`config.mk`:
```
export PLATFORM = sky130hd
export DESIGN_NAME = seq_detect_prog
export DESIGN_NICKNAME = d
export VERILOG_FILES = /design/src/rtl/seq_detect_pkg.sv /design/src/rtl/seq_match_cmp.sv /design/src/rtl/seq_detect_prog.sv
export SDC_FILE = /design/constraint.sdc
export NUM_CORES = 1
export LEC_CHECK = 0
export ABC_AREA = 1
export BUFFER_PORTS_ARGS = -buffer_cell sky130_fd_sc_hd__buf_2
export CAP_MARGIN = 0
export CELL_PAD_IN_SITES_DETAIL_PLACEMENT = 1
export CELL_PAD_IN_SITES_GLOBAL_PLACEMENT = 2
export CORE_MARGIN = 3
export CORE_UTILIZATION = 31
export DETAILED_ROUTE_END_ITERATION = 10
export GPL_ROUTABILITY_DRIVEN = 0
export GPL_TIMING_DRIVEN = 1
export PLACE_DENSITY = 0.9
export SLEW_MARGIN = 25
export SYNTH_ARGS = -nofsm -noshare
export SYNTH_HDL_FRONTEND = slang
export SYNTH_SLANG_ARGS = --single-unit
export TNS_END_PERCENT = 5
```
`constraint.sdc`:
```
create_clock -name clk -period 2.2 [get_ports clk]
set_input_delay 0.11 -clock clk [delete_from_list [all_inputs] [get_ports clk]]
set_output_delay 0.11 -clock clk [all_outputs]
set_load 0.05 [all_outputs]
```
`src/rtl/seq_detect_pkg.sv`:
```
// Shared constants and helpers for the programmable serial pattern detector.
// The reset-time pattern and length defaults live here so that every user agrees on them.
package seq_detect_pkg;

  localparam int          PAT_W_DEF = 8;
  localparam int          CNT_W_DEF = 16;
  localparam logic [31:0] DEF_PAT_C = 32'b101;
  localparam int          DEF_LEN_C = 3;

  // Width needed to hold a pattern length from 0 up to pat_w inclusive.
  function automatic int len_w(input int pat_w);
    return $clog2(pat_w + 1);
  endfunction

endpackage

```
`src/rtl/seq_match_cmp.sv`:
```
// Masked comparator: flags when the low len_i bits of the candidate history equal
// the low len_i bits of the pattern. Bits at or above len_i are ignored.
module seq_match_cmp
  import seq_detect_pkg::*;
#(
  parameter int PAT_W = PAT_W_DEF
) (
  input  logic [PAT_W-1:0]        hist_n_i,
  input  logic [PAT_W-1:0]        pat_i,
  input  logic [len_w(PAT_W)-1:0] len_i,
  output logic                    match_o
);

  logic [PAT_W-1:0] mask_s;

  // Thermometer mask with one bit set per active pattern position.
  always_comb begin
    mask_s = '0;
    for (int unsigned i = 0; i < PAT_W; i++) begin
      mask_s[i] = (32'(len_i) > i);
    end
  end

  assign match_o = (((hist_n_i ^ pat_i) & mask_s) == '0);

endmodule

```
`src/rtl/seq_detect_prog.sv`:
```
// Programmable serial pattern detector with runtime pattern/length/overlap selection.
// Optional saturating match counter is built only when SEQ_DETECT_COUNT_EN is defined.
module seq_detect_prog
  import seq_detect_pkg::*;
#(
  parameter int               PAT_W   = PAT_W_DEF,
  parameter int               CNT_W   = CNT_W_DEF,
  parameter logic [PAT_W-1:0] DEF_PAT = PAT_W'(DEF_PAT_C),
  parameter int               DEF_LEN = DEF_LEN_C
) (
  input  logic                    clk,
  input  logic                    reset,
  input  logic                    x,
  input  logic                    x_valid,
  input  logic                    cfg_load,
  input  logic [PAT_W-1:0]        cfg_pat,
  input  logic [len_w(PAT_W)-1:0] cfg_len,
  input  logic                    cfg_overlap,
  input  logic                    clear,
  output logic                    z,
  output logic [CNT_W-1:0]        match_count,
  output logic                    cfg_err
);

  localparam int LEN_W = len_w(PAT_W);

  logic [PAT_W-1:0] hist_q, hist_d;
  logic [LEN_W-1:0] fill_q, fill_d;
  logic [PAT_W-1:0] pat_q, pat_d;
  logic [LEN_W-1:0] len_q, len_d;
  logic             ovl_q, ovl_d;
  logic             z_q, z_d;
  logic             err_q, err_d;

  logic [PAT_W-1:0] hist_n_s;
  logic [LEN_W-1:0] fill_inc_s;
  logic             cmp_match_s;
  logic             cfg_ok_s;
  logic             sample_take_s;
  logic             match_take_s;

  assign hist_n_s      = {hist_q[PAT_W-2:0], x};
  assign fill_inc_s    = (fill_q == LEN_W'(PAT_W)) ? fill_q : fill_q + LEN_W'(1);
  assign cfg_ok_s      = (cfg_len != '0) && (cfg_len <= LEN_W'(PAT_W));
  assign sample_take_s = x_valid && !cfg_load && !clear;
  assign match_take_s  = sample_take_s && cmp_match_s && (fill_inc_s >= len_q);

  seq_match_cmp #(
    .PAT_W (PAT_W)
  ) u_cmp (
    .hist_n_i (hist_n_s),
    .pat_i    (pat_q),
    .len_i    (len_q),
    .match_o  (cmp_match_s)
  );

  // Next-state: clear beats cfg_load beats sampling; a colliding bit is dropped.
  always_comb begin
    hist_d = hist_q;
    fill_d = fill_q;
    pat_d  = pat_q;
    len_d  = len_q;
    ovl_d  = ovl_q;
    z_d    = 1'b0;
    err_d  = 1'b0;
    if (clear) begin
      hist_d = '0;
      fill_d = '0;
      if (cfg_load && cfg_ok_s) begin
        pat_d = cfg_pat;
        len_d = cfg_len;
        ovl_d = cfg_overlap;
      end else begin
        err_d = cfg_load;
      end
    end else if (cfg_load) begin
      if (cfg_ok_s) begin
        pat_d  = cfg_pat;
        len_d  = cfg_len;
        ovl_d  = cfg_overlap;
        hist_d = '0;
        fill_d = '0;
      end else begin
        err_d = 1'b1;
      end
    end else if (x_valid) begin
      hist_d = hist_n_s;
      // Non-overlapping mode restarts the window so matched bits are not reused.
      fill_d = (match_take_s && !ovl_q) ? '0 : fill_inc_s;
      z_d    = match_take_s;
    end else begin
      hist_d = hist_q;
      fill_d = fill_q;
    end
  end

  // State and registered outputs.
  always_ff @(posedge clk or negedge reset) begin
    if (!reset) begin
      hist_q <= '0;
      fill_q <= '0;
      pat_q  <= DEF_PAT;
      len_q  <= LEN_W'(DEF_LEN);
      ovl_q  <= 1'b1;
      z_q    <= 1'b0;
      err_q  <= 1'b0;
    end else begin
      hist_q <= hist_d;
      fill_q <= fill_d;
      pat_q  <= pat_d;
      len_q  <= len_d;
      ovl_q  <= ovl_d;
      z_q    <= z_d;
      err_q  <= err_d;
    end
  end

  assign z       = z_q;
  assign cfg_err = err_q;

`ifdef SEQ_DETECT_COUNT_EN
  logic [CNT_W-1:0] cnt_q, cnt_d;

  // Saturating match counter; it moves on the same edge that raises z.
  always_comb begin
    cnt_d = cnt_q;
    if (clear) begin
      cnt_d = '0;
    end else if (match_take_s && (cnt_q != '1)) begin
      cnt_d = cnt_q + CNT_W'(1);
    end else begin
      cnt_d = cnt_q;
    end
  end

  // Counter register.
  always_ff @(posedge clk or negedge reset) begin
    if (!reset) begin
      cnt_q <= '0;
    end else begin
      cnt_q <= cnt_d;
    end
  end

  assign match_count = cnt_q;
`else
  assign match_count = '0;
`endif

endmodule

```
==> flow_summary.yaml, run 1 <==
worst_setup_path:
  setup.worst_path.class: "reg -> reg"
  required_ns: 2.37
  path_buf_inv: 2
  path_cells: "inv_1 -> ha_1 -> nand2_1 -> nand3_1 -> o21ai_1 -> ha_1 -> nand2_1 -> inv_1 -> nand3_1 -> nand3_1 -> nand4_2 -> nand2_1 -> nand2_1"
  crit_path_top_delay_cell: "dfrtp_2"
  critical_path.max_stage_delay_ns: 0.45
  worstPathArrival_ns: 2.08
  cpMostUsedCell: "nand2_1"
  cp-start-kind: "flip-flop"
  endpoint_kind: "flip-flop"
  path_delay_family: "simple AND/OR/NAND/NOR gates"
  path_max_fanout: 5
timing:
  worst_slew_pin_slew_ns: 0.615
  maxSlewHeadroom_pct: 59.0
  fmax_mhz: 523
  finalHoldViolCount: 0
  min_period_over_period_pct: 86.9
  skew_ns: 0.0103
  drv_slew: 0
  fin_tns_setup_ns: 0
  rsz0062_at_grt: "false"
  holdWs_ns: 0.0605
  setup-violations-final: 0
  setup_ws_ns: 0.288
  period_minus_slack_ns: 1.91
power:
  power_switching_mw: 0.404
  power_density_nw_per_um2: 702
  power_mw: 1.27
  pwr-share-clk_pct: 32.2
  worst_ir_drop_vdd_mv: 0.293
  seq_power_share_pct: 44.5
  p_sw_share_pct: 32.0
  p_leak_nw: 0.953
  p_int_mw: 0.861
  power.share.combinational_pct: 23.3
floorplanning:
  rows: 25
  core_um2: 4910
  initial_utilization_pct: 33.4
  die_y_um: 78.7
  die_w_um: 78.7
  dieArea_um2: 6190
  boundaryPins: 37
logic_synthesis:
  ys_types: 25
  ys_ff_latch: 26
  ys.warnings.count: 0
  yosys-top-cells-area: "dfrtp_1 32%, nand2_1 11%, dfstp_2 8.0%"
  syn_area_per_cell_um2: 8.11
  syn_area_um2: 1640
  ys_seq_area_share_pct: 40.1
  synth_top_area_cell: "dfrtp_1"
  synthCells: 202
  synthDominantCellAreaShare_pct: 32.1
global_routing:
  grt_max_degree: 27
  grt_pass1_wl_um: 5830
  track_usage_pct: 11.9
  antenna_found_initial: 0
  grt_pass1_vias: 1312
  grt-ovfl-total: 0
cells_and_area:
  drive_above_1_share_pct: 25.6
  nets: 249
  syn_to_final_growth_pct: 10.1
  final_common_cell: "nand2_1"
  mostFrequentLayoutCells: "47 x nand2_1, 30 x inv_1, 20 x dfrtp_1, 20 x buf_2"
  antennaDiodeCount: 0
  fin_area_um2: 1800
  instances_no_fill: 290
  utilization_pct: 36.7
status:
  status: "finished, final reports clean"
clocking:
  numCtsBuffers: 3
  cts_root_buffer: "clkbuf_8"
  clkTransAtPathRegs_ns: 0.10
  tritoncts: "built"
  clk_path_buf_depth: 2
  cts_sinks: 26
  h-tree-depth: 1
  clk_latency_ns: 0.28
flow_run:
  drv_cap: 0
place:
  hpwlAfterDp_um: 2550
  io_buffers: 20
  placedCellCount: 285
  dp_slack_ns: 0.202
  dpl_cell_area_um2: 1720
drt:
  drtAntennaViolNets: 0
  viasPerCell: 4.24
  wirelength_um: 3360
  avgRoutedWirePerCell_um: 11.6
  drt_iter0_markers: 44
  post-route-drc-count: 0
  vias: 1231
  drt_pass1_iterations: 3
min_path:
  hold_class: "in -> reg"
==> power by group through the flow <==
| stage | logic [mW] | registers (mW) | clock network [mW] |
|---|---|---|---|
| 2_1_floorplan | 0.254 | 0.567 | 0 |
| 3_3_place_gp | 0.291 | 0.571 | 0 |
| 3_5_place_dp | 0.297 | 0.573 | 0 |
| 4_1_cts | 0.300 | 0.564 | 0.421 |
| 5_1_grt | 0.337 | 0.571 | 0.438 |
| 6_report | 0.295 | 0.563 | 0.408 |
==> registers in the layout, indices dropped and copies added, names as in the netlist <==
register and cells:
pat_q 8, hist_q 7, fill_q 4, len_q 4
cfg_err 1, ovl_q 1, z 1
==> timing repair <==
item / CTS / global route
endpoints found under the setup margin: 0 / 4
setup buffers: 0 / 0
gates resized for setup: 0 / 2
hold endpoints to repair: 21 / 0
hold buffers: 1 / 0
==> logic make-up after synthesis <==
| group | synth area share [%] |
|---|---|
| other | 0.229 |
| and+or+nand+nor | 24.8 |
| AOI/OAI and AO/OA | 10.2 |
| DFF | 40.1 |
| xor gates and xnor gates | 3.13 |
| adders and majority gates | 4.58 |
| buffers and inverters | 17.0 |
==> cells in the mapped netlist, drive strengths merged <==
master	number
nand2	49
inv	32
nor2	25
dfrtp	21
buf	19
a21oi	13
nand3	11
o22ai	7
ha	6
dfstp	5
o21ai	4
xor2	4
and3	1
conb	1
nand4	1
nor3	1
or2	1
xnor2	1
==> worst min-delay path: stages <==
cell     delay, ns
buf_2         0.07
nand3_1       0.06
nand2_1       0.07
==> per-layer routing <==
metal	wire [um]	share of wire [%]	vias up	global-route usage (%)
met5	0	0	-	0
li1	-	-	633	-
met3	160	4.8	2	2.98
met4	29	0.86	0	2.62
met1	1550	46	569	14.9
met2	1620	48	27	20.6
==> cell type report <==
class / instances / area (um2)
clock buffers: 3 / 41.3
clock inverters: 1 / 30.0
fillers: 636 / 3110
inverters: 32 / 120
multi-input cells: 140 / 759
flip-flops and latches: 26 / 658
well taps: 67 / 83.8
repair buffers: 21 / 110
==> worst paths after layout <==
check / start / to / cells past startpoint / slack (ns)
max: fill_q[0] / fill_q[2] / 13 / 0.29
min: cfg_pat[5] / pat_q[5] / 3 / 0.06
max reg2reg: fill_q[0] / fill_q[2] / 13 / 0.29
min reg2reg: pat_q[2] / pat_q[2] / 2 / 0.50
max in group asynchronous: reset / fill_q[0] / 2 / 1.39
min in group asynchronous: reset / fill_q[3] / 2 / 0.37
No activity file was read; power rests on OpenSTA's default activity.
==> run 2: changes to the inputs <==
- RECOVER_POWER: default -> 50
==> run 2 against run 1 <==
Effect of this change: clock power about the same; die area is the same; via count is 0.32% higher; first-iteration DRC count unchanged; non-clock buffer count is the same; global-route usage stayed put; final area is 0.49% lower; register-to-register slack hardly changed; cell count is the same; routed wire length unchanged; critical path type unchanged; largest cell class unchanged.
==> flow_summary.yaml, run 2 (same netlist as run 1, synthesis figures left out) <==
cells_and_area:
  syn_to_final_growth_pct: 9.55
  final_common_cell: "nand2_1"
  mostFrequentLayoutCells: "47 x nand2_1, 30 x inv_1, 20 x dfrtp_1"
  antennaDiodeCount: 0
  instances_no_fill: 290
  nets: 249
  utilization_pct: 36.5
  largest-register: "pat_q"
  largest_reg_flops: 8
  drive_above_1_share_pct: 24.7
  largestRegisters: "pat_q: 8 flops, hist_q: 7 flops"
worst_setup_path:
  crit_start: "fill_q[0]"
  worstPathArrival_ns: 2.08
  r2r_end: "fill_q[2]"
  endpoint_kind: "flip-flop"
  path_buf_inv: 2
  path_delay_family: "simple AND/OR/NAND/NOR gates"
  reg2regPathDepth: 13
  setup.worst_path.class: "reg -> reg"
  critical_path.max_stage_delay_ns: 0.45
  crit_path_top_delay_cell: "dfrtp_2"
  cp-start-kind: "flip-flop"
  path_max_fanout: 5
  cpMostUsedCell: "nand2_1"
  ff2ff_setup_slack_ns: 0.29
  path_cells: "inv_1 -> ha_1 -> nand2_1 -> nand3_1 -> o21ai_1 -> ha_1 -> nand2_1 -> inv_1 -> nand3_1 -> nand3_1 -> nand4_2 -> nand2_1 -> nand2_1"
  worstReg2RegStart: "fill_q[0]"
  required_ns: 2.37
floorplanning:
  die_w_um: 78.7
  die_y_um: 78.7
  rows: 25
  core_um2: 4910
  initial_utilization_pct: 33.4
  boundaryPins: 37
  dieArea_um2: 6190
place:
  io_buffers: 20
  hpwlAfterDp_um: 2550
  dp_slack_ns: 0.202
  placedCellCount: 285
drt:
  wirelength_um: 3360
  drt_pass1_iterations: 3
  viasPerCell: 4.26
  topRoutingLayerUsed: "met4"
  drt_iter0_markers: 44
  met2WireLength_um: 1620
  wl_met1_um: 1550
  drtAntennaViolNets: 0
  vias: 1235
  post-route-drc-count: 0
  avgRoutedWirePerCell_um: 11.6
  met3_length_um: 160
global_routing:
  track_usage_pct: 11.9
  grt_pass1_wl_um: 5830
  grt_max_degree: 27
  grt-ovfl-total: 0
  antenna_found_initial: 0
  grt_pass1_vias: 1312
timing:
  drv_slew: 0
  fmax_mhz: 523
  period_minus_slack_ns: 1.91
  min_period_over_period_pct: 86.9
  setup-violations-final: 0
  skew_ns: 0.0106
  rsz0062_at_grt: "false"
  setup_ws_ns: 0.289
  fin_tns_setup_ns: 0
  worst_slew_pin_slew_ns: 1.48
  finalHoldViolCount: 0
  maxSlewHeadroom_pct: 1.05
power:
  power_density_nw_per_um2: 705
  p_leak_nw: 0.949
  worst_ir_drop_vdd_mv: 0.293
clocking:
  tritoncts: "built"
  h-tree-depth: 1
  post_cts_buffers: 0
  clk_latency_ns: 0.28
  cts_sinks: 26
  cts_root_buffer: "clkbuf_8"
  numCtsBuffers: 3
  clkTransAtPathRegs_ns: 0.10
  clk_path_buf_depth: 2
status:
  status: "finished, final reports clean"
min_path:
  min_from: "cfg_pat[5]"
  hold_class: "in -> reg"
  min_to: "pat_q[5]"
  hold_path_depth: 3
flow_run:
  drv_cap: 0
==> run 2: changes by cell type in the layout (fill, tap and decap cells not counted), sizes merged <==
cell / before / now
clkbuf: 3 / 4
buf: 20 / 19
==> run 2: worst max path at each step <==
| stage | cells after the start | slack, ns | to |
|---|---|---|---|
| after CTS | 13 | 0.20 | fill_q[2] |
| after global placement | 13 | 0.31 | fill_q[3] |
| after floorplan | 13 | 0.52 | fill_q[0] |
| after global routing | 13 | 0.06 | fill_q[0] |
| final | 13 | 0.29 | fill_q[2] |
| after detailed placement | 13 | 0.20 | fill_q[2] |
==> run 2: tightest hold or removal path, stage by stage <==
cell and delay, ns:
buf_2 0.07, nand3_1 0.06, nand2_1 0.07
==> run 2: cell type report <==
class	count	area, um2
clock buffer	3	41.3
tap	67	83.8
clock inverter	1	30.0
inverter	32	120
multi-input combinational	140	752
timing repair buffer	21	109
fill	637	3120
sequential	26	658
==> run 2: routing by layer <==
metal	track usage (%)	up-vias
met1	14.9	572
met4	2.62	0
met2	20.6	27
met3	2.98	2
li1	-	634
met5	0	-
==> run 2: through the flow <==
stage	instance area, um2	power (mW)	hold WS, ns
2_1_floorplan	1690	0.821	-0.186
3_3_place_gp	1720	0.862	0.157
3_5_place_dp	1720	0.869	0.161
4_1_cts	1800	1.28	0.0538
5_1_grt	1790	1.34	0.0654
6_report	1790	1.26	0.0605
==> run 2: timing repair <==
item                                    in CTS  in global routing
hold endpoints to repair                    21                  0
resized for setup                            0                  2
endpoints found under the setup margin       0                  4
hold buffers                                 1                  0
==> run 2: power breakdown <==
group / total [mW] / internal (mW) / leakage, nW / switching (mW)
clock: 0.408 / 0.244 / 0.0357 / 0.164
combinational: 0.293 / 0.0853 / 0.591 / 0.208
sequential: 0.563 / 0.531 / 0.322 / 0.0317
==> run 3: changes to the inputs <==
- CELL_PAD_IN_SITES_DETAIL_PLACEMENT: 1 -> default
- CELL_PAD_IN_SITES_GLOBAL_PLACEMENT: 2 -> default
- CORE_UTILIZATION: 31 -> 40
- PLACE_DENSITY: 0.9 -> default
- PLACE_DENSITY_LB_ADDON: default -> 0.08
- clock period: 2.2 -> 2 ns (I/O delays scaled with it)
==> run 3 against run 2 <==
Effect of this change: maximum frequency is 3.1% higher; clock power rose by 6.9%; clock skew shrank 0.0082 ns; via count decreased by 1.8%; count of clock-buffer cells in the layout unchanged; core utilization increased by 11 points; flip-flop and latch count is the same; highest routed layer unchanged.
==> flow_summary.yaml, run 3 (same netlist as run 1, synthesis figures left out) <==
status:
  status: "finished, final reports clean"
drt:
  viasPerCell: 4.46
  drt_pass1_iterations: 4
  avgRoutedWirePerCell_um: 11.3
  drt_iter0_markers: 36
  drtAntennaViolNets: 0
  post-route-drc-count: 0
  wirelength_um: 3070
  vias: 1213
clocking:
  h-tree-depth: 1
  cts_root_buffer: "clkbuf_8"
  clk_path_buf_depth: 2
  clkTransAtPathRegs_ns: 0.09
  numCtsBuffers: 3
  cts_sinks: 26
  tritoncts: "built"
  clk_latency_ns: 0.27
worst_setup_path:
  path_max_fanout: 5
  required_ns: 2.17
  cp-start-kind: "flip-flop"
  setup.worst_path.class: "reg -> reg"
  worstPathArrival_ns: 2.02
  endpoint_kind: "flip-flop"
cells_and_area:
  drive_above_1_share_pct: 26.8
  largest-register: "pat_q"
  largestRegisters: "pat_q: 8 flops, hist_q: 7 flops"
  utilization_pct: 47.5
  nets: 250
  fillCellCount: 391
  antennaDiodeCount: 0
  syn_to_final_growth_pct: 10.2
  mostFrequentLayoutCells: "47 x nand2_1, 30 x inv_1, 20 x dfrtp_1"
  largest_reg_flops: 8
  final_common_cell: "nand2_1"
place:
  dp_slack_ns: 0.109
  io_buffers: 20
  hpwlAfterDp_um: 2260
timing:
  worst_slew_pin_slew_ns: 1.44
  setup-violations-final: 0
  fin_tns_setup_ns: 0
  setup_ws_ns: 0.146
  drv_slew: 0
  finalHoldViolCount: 0
  skew_ns: 0.00241
  min_period_over_period_pct: 92.7
  holdWs_ns: 0.0538
  fmax_mhz: 539
  period_minus_slack_ns: 1.85
  maxSlewHeadroom_pct: 3.67
floorplanning:
  dieArea_um2: 4900
  initial_utilization_pct: 43.1
  die_w_um: 70.0
  rows: 22
  boundaryPins: 37
  core_um2: 3800
  die_y_um: 70.0
power:
  p_leak_nw: 0.962
  power_switching_mw: 0.436
  p_int_mw: 0.950
  seq_power_share_pct: 44.6
  power.share.combinational_pct: 23.9
  p_sw_share_pct: 31.4
  worst_ir_drop_vdd_mv: 0.299
  power_density_nw_per_um2: 767
  pwr-share-clk_pct: 31.5
global_routing:
  track_usage_pct: 13.5
  grt_pass1_wl_um: 5300
  grt_max_degree: 27
  grt_pass1_vias: 1206
  antenna_found_initial: 0
  grt-ovfl-total: 0
flow_run:
  drv_cap: 0
min_path:
  hold_class: "in -> reg"
[run 3: power by group through the flow]
stage	logic [mW]	registers, mW	clock network (mW)
after detailed placement	0.323	0.627	0
after global placement	0.316	0.626	0
after floorplan	0.279	0.624	0
after global routing	0.373	0.626	0.473
final	0.331	0.618	0.436
after CTS	0.328	0.617	0.446
[run 3: final timing paths]
kind / cells after the start / end / start / slack, ns
worst max-delay path: 10 / z / fill_q[0] / 0.15
worst min-delay path: 3 / pat_q[6] / cfg_pat[6] / 0.05
worst max register to register: 10 / z / fill_q[0] / 0.15
worst min register to register: 2 / pat_q[2] / pat_q[2] / 0.49
max in group asynchronous: 2 / fill_q[0] / reset / 0.36
min in group asynchronous: 2 / hist_q[1] / reset / 0.69
[run 3: final cells by class]
cell class,count,area (um2),area share [%]
timing repair buffer,22,116,6.44
tap,48,60.1,3.33
sequential,26,658,36.5
multi-input combinational,140,779,43.2
clock inverter,1,30.0,1.66
clock buffer,3,41.3,2.29
inverter,32,120,6.65
[run 3: per-stage QoR]
step                instance area [um2]  instances  power, mW
finish                             1810        272       1.39
global route                       1810        272       1.47
CTS                                1780        271       1.39
detailed placement                 1700        266      0.950
global placement                   1700        266      0.943
floorplan                          1690        217      0.903
[run 3: metal layers]
metal | global-route usage [%] | share of wire, % | vias up
met5 | 0 | 0 | -
met4 | 4.89 | 0.81 | 0
met3 | 2.59 | 6.2 | 4
met2 | 21.5 | 43 | 36
met1 | 18.3 | 50 | 536
li1 | - | - | 637
[run 3: critical path, stage by stage (launching register included)]
cell and delay, ns:
dfrtp_2 0.46, inv_1 0.07, ha_1 0.13, nand2_1 0.07
nor2_2 0.14, xor2_2 0.19, ha_1 0.17, nor2_1 0.04
o21ai_1 0.15, nand3_2 0.13, and3_2 0.21
[run 3: timing repair]
action / CTS / global route
endpoints found under the hold margin: 21 / 0
buffers inserted: 0 / 1
setup endpoints to repair: 0 / 5
gates resized for setup: 0 / 8
hold buffers: 1 / 0
